## config.mk

```make
export PLATFORM = sky130hd
export DESIGN_NAME = pb_toggle_ctrl
export DESIGN_NICKNAME = d
export VERILOG_FILES = /design/src/rtl/pb_toggle_ctrl.sv
export SDC_FILE = /design/constraint.sdc
export NUM_CORES = 1
export LEC_CHECK = 0
export CAP_MARGIN = 10
export CORE_AREA = 2 2 69 71
export CTS_BUF_LIST = sky130_fd_sc_hd__clkbuf_4 sky130_fd_sc_hd__clkbuf_8
export DETAILED_ROUTE_END_ITERATION = 8
export DIE_AREA = 0 0 71 73
export HOLD_SLACK_MARGIN = 0.08
export PLACE_DENSITY_LB_ADDON = 0.08
export SYNTH_ARGS = -nofsm -noshare
export SYNTH_HDL_FRONTEND = slang
export SYNTH_SLANG_ARGS = --single-unit
```

## constraint.sdc

```tcl
create_clock -name clk -period 1.1 [get_ports clk]
set_input_delay 0.22 -clock clk [delete_from_list [all_inputs] [get_ports clk]]
set_output_delay 0.22 -clock clk [all_outputs]
set_load 0.02 [all_outputs]
```

## src/rtl/pb_toggle_ctrl.sv

```systemverilog
// Four-channel push-button front end: synchronise, debounce, detect presses and
// keep a per-group toggle mask that gates the downstream LED groups.
module pb_toggle_ctrl #(
  parameter int unsigned DB_CYCLES = 4
) (
  input  logic       clk,
  input  logic       rst,
  input  logic [3:0] btn,
  input  logic       clr_all,
  output logic [3:0] btn_stable,
  output logic [3:0] press,
  output logic [3:0] mask
);

  localparam int unsigned CW = $clog2(DB_CYCLES);
  localparam logic [CW-1:0] CNT_MAX = CW'(DB_CYCLES - 1);

  logic [3:0]    sync1;
  logic [3:0]    sync2;
  logic [CW-1:0] cnt [4];
  logic [3:0]    accept;
  logic [3:0]    rise;

  // A channel is accepted once sync2 has disagreed with btn_stable on DB_CYCLES
  // consecutive edges; only the 0->1 acceptances count as presses.
  always_comb begin
    accept = '0;
    for (int unsigned i = 0; i < 4; i++) begin
      accept[i] = (sync2[i] != btn_stable[i]) && (cnt[i] == CNT_MAX);
    end
    rise = accept & sync2;
  end

  always_ff @(posedge clk) begin
    if (rst) begin
      sync1      <= '0;
      sync2      <= '0;
      btn_stable <= '0;
      press      <= '0;
      mask       <= '0;
      for (int unsigned i = 0; i < 4; i++) begin
        cnt[i] <= '0;
      end
    end else begin
      sync1      <= btn;
      sync2      <= sync1;
      btn_stable <= btn_stable ^ accept;
      press      <= rise;
      mask       <= clr_all ? '0 : (mask ^ rise);
      for (int unsigned i = 0; i < 4; i++) begin
        if ((sync2[i] == btn_stable[i]) || accept[i]) begin
          cnt[i] <= '0;
        end else begin
          cnt[i] <= cnt[i] + CW'(1);
        end
      end
    end
  end

endmodule

```

==> results of run 1 <==
==> power by group <==
part           leakage (nW)  switching, mW  internal, mW  total (mW)
Combinational         0.390         0.0729        0.0999       0.173
Clock                0.0288          0.330         0.321       0.651
Sequential            0.245         0.0201          1.09        1.11
==> stage by stage <==
stage	std cells	utilization, %	worst slack, ns
after floorplan	92	-	-0.001707
after global placement	183	33.49	-0.2462
after detailed placement	183	33.49	-0.2589
after CTS	192	35.61	-0.09764
after global routing	189	36.72	-0.1352
final	189	36.72	-0.1010
==> layer usage <==
metal	GRT usage, %	share of wire [%]	wire [µm]
met1	9.991	48	945
met2	14.33	47	927
met3	1.796	3.4	67
met4	6.709	2.3	45
met5	0	0	0
==> logic make-up after synthesis <==
group	share of synthesized area, %
simple gates	20.78
fa+ha+maj	4.723
buf+inv	2.361
xor+xnor	3.305
mux	8.028
other cells	0.3539
flops	60.45
==> critical path, cell delays in order, from the launching register on <==
cell and delay [ns]:
edfxtp_1 0.45, ha_4 0.21, nand3b_1 0.13, mux2_4 0.31
==> layout by cell type (no fill, tap or decap) <==
cell type         n
edfxtp_1          8
nor4b_1           1
xnor2_1           2
buf_2            11
nor4_2            2
clkdlybuf4s15_2   1
buf_6             2
nor2_2            2
mux2_4            4
nand3b_1          4
buf_12            1
nor2_1            5
conb_1            8
nor4_4            1
nor2_4            1
clkbuf_8          4
nor4b_4           1
nor2b_1           8
mux2i_1           4
nor4_1            1
clkdlybuf4s50_1   6
nor3b_1           4
buf_4            22
xnor2_2           2
nor3_1            4
nor4b_2           2
ha_4              4
dfxtp_1          20
==> repair_timing <==
item                       CTS  global route
buffers inserted             5             2
setup endpoints to repair   22            20
pin swaps                    0             6
resized for setup           50            18
==> layout make-up <==
class                   instances  area [µm²]  share of cell area [%]
clock buffers                   4       55.05                   3.306
multi-input cells              60       568.0                   34.11
repair buffers                 43       334.1                   20.06
flip-flops and latches         28       640.6                   38.47
well taps                      54       67.56                   4.057
==> path summary, 6_finish.rpt <==
| kind | startpoint | end | depth (start not counted) |
|---|---|---|---|
| worst max-delay path | cnt[1][0] | mask[1] | 3 |
| worst min-delay path | sync1[3] | sync2[3] | 1 |
| worst max register to register | cnt[1][0] | mask[1] | 3 |
| worst min register to register | sync1[3] | sync2[3] | 1 |
==> flow_metrics.env, run 1 <==
export IMPL_cts_tree="built"
export IMPL_numClockSinks=28
export IMPL_cts_clk_slew_worst_paths_ns=0.10
export IMPL_die_span_y_um=73
export IMPL_layout_worst_path_cycle_share_pct=109.2
export IMPL_final_layout_size_suffix_gt1_share_pct=44.44
export IMPL_status="complete, but fails checks"
export IMPL_initial_utilization_pct=23.37
export IMPL_yosys_area_top_type="dfxtp_1"
export IMPL_drcViolationCount=0
export IMPL_number_of_nets_in_the_finished_design=147
export IMPL_cell_area_after_placement_um2=1519
export IMPL_power_density_nw_per_um2=1161
export IMPL_grt_antenna_before_repair=0
export IMPL_worst_slack_ns=-0.1010
export IMPL_synth_flop_cell="dfxtp_1"
export IMPL_clk_path_buf_depth=2
export IMPL_endpoint_kind="flop"
export IMPL_synth_area_top_cells="dfxtp_1, edfxtp_1, ha_1, nor2b_1, mux2_2"
export IMPL_tritoncts_num_buffers=3
export IMPL_postSynthAreaPerCell_um2=12.47
export IMPL_final_setup_viol_count=4
export IMPL_seq_area_frac_synth_pct=60.45
export IMPL_netlist_top_cells_count="dfxtp_1, edfxtp_1, nor2_1, nor2b_1"
export IMPL_maximum_vdd_ir_drop_uv=602.6
export IMPL_groute_usage_overall_pct=8.736
export IMPL_finalWeightedCongestion=0.6437
export IMPL_min_delay_path_class="flop to flop"
export IMPL_routed_via_count=763
export IMPL_max_clock_freq_ghz=0.8326
export IMPL_h_tree_depth=1
export IMPL_largest_net_degree_at_the_start_of_global_routing=25
export IMPL_die_x_um=71
export IMPL_drt_pass1_iterations=2
export IMPL_area_delta_synth_final_pct=57.14
export IMPL_hold_ws_ns=0.4430
export IMPL_ys_seq_elements=28
export IMPL_worst_setup_path_start_kind="flop"
export IMPL_placeableCoreArea_um2=4536
export IMPL_routed_wirelength_um=1985
export IMPL_setup_reg_to_reg_worst_slack_ns=-0.10
export IMPL_synth_enable_flop_cells=8
export IMPL_portBuffers=18
export IMPL_post_synth_inst_count=85
export IMPL_grt_first_pass_wirelength_um=3463
export IMPL_critical_path_arrival_ns=1.37
export IMPL_p_leak_nw=0.6647
export IMPL_synthDistinctLibCells=16
export IMPL_yosys_area_top_type_share_pct=37.78
export IMPL_skew_ns=0.001869
export IMPL_ant_nets=0
export IMPL_criticalPathCategory="flop to flop"
export IMPL_cap_violations=0
export IMPL_critical_path_peak_fanout=4
export IMPL_antenna_diode_count=0
export IMPL_fraction_of_registers_with_async_set_or_reset_after_synthesis_pct=0
export IMPL_drt_vias_per_instance=4.037
export IMPL_drtIter0Drc=15
export IMPL_netlist_area_um2=1060
export IMPL_yosys_cell_count_top_type="dfxtp_1"
export IMPL_final_count_of_hold_timing_violations=0
export IMPL_final_setup_tns_ns=-0.3503
export IMPL_clock_insertion_delay_worst_skew_ns=0.28
export IMPL_finalMaxSlewViolations=0
export IMPL_grt_pass1_vias=825
export IMPL_required_ns=1.27
export IMPL_cts_hold_buf=0
export IMPL_pin_count=19
export IMPL_n_fill_cell=446
export IMPL_die_area_um2=5183
export IMPL_failed_checks="setup timing"
export IMPL_clock_root_buffer="clkbuf_8"
export IMPL_synthesis_warning_total=0
export IMPL_grt_setup_unrepaired="yes"
export IMPL_avgRoutedWirePerCell_um=10.50
export IMPL_grt_overflow=0
export IMPL_power_mw=1.934
export IMPL_final_min_clock_period_ns=1.201
export IMPL_fp_row_count=25
export IMPL_dp_final_hpwl_um=1323
export IMPL_finish_instance_area_um2=1665
No activity file was read; power rests on OpenSTA's default activity.
==> inputs of run 2 (changes only) <==
- SLEW_MARGIN: not set -> 20
==> results of run 2 <==
Same layout as run 1: the final DEF is identical, and so are final timing and power.
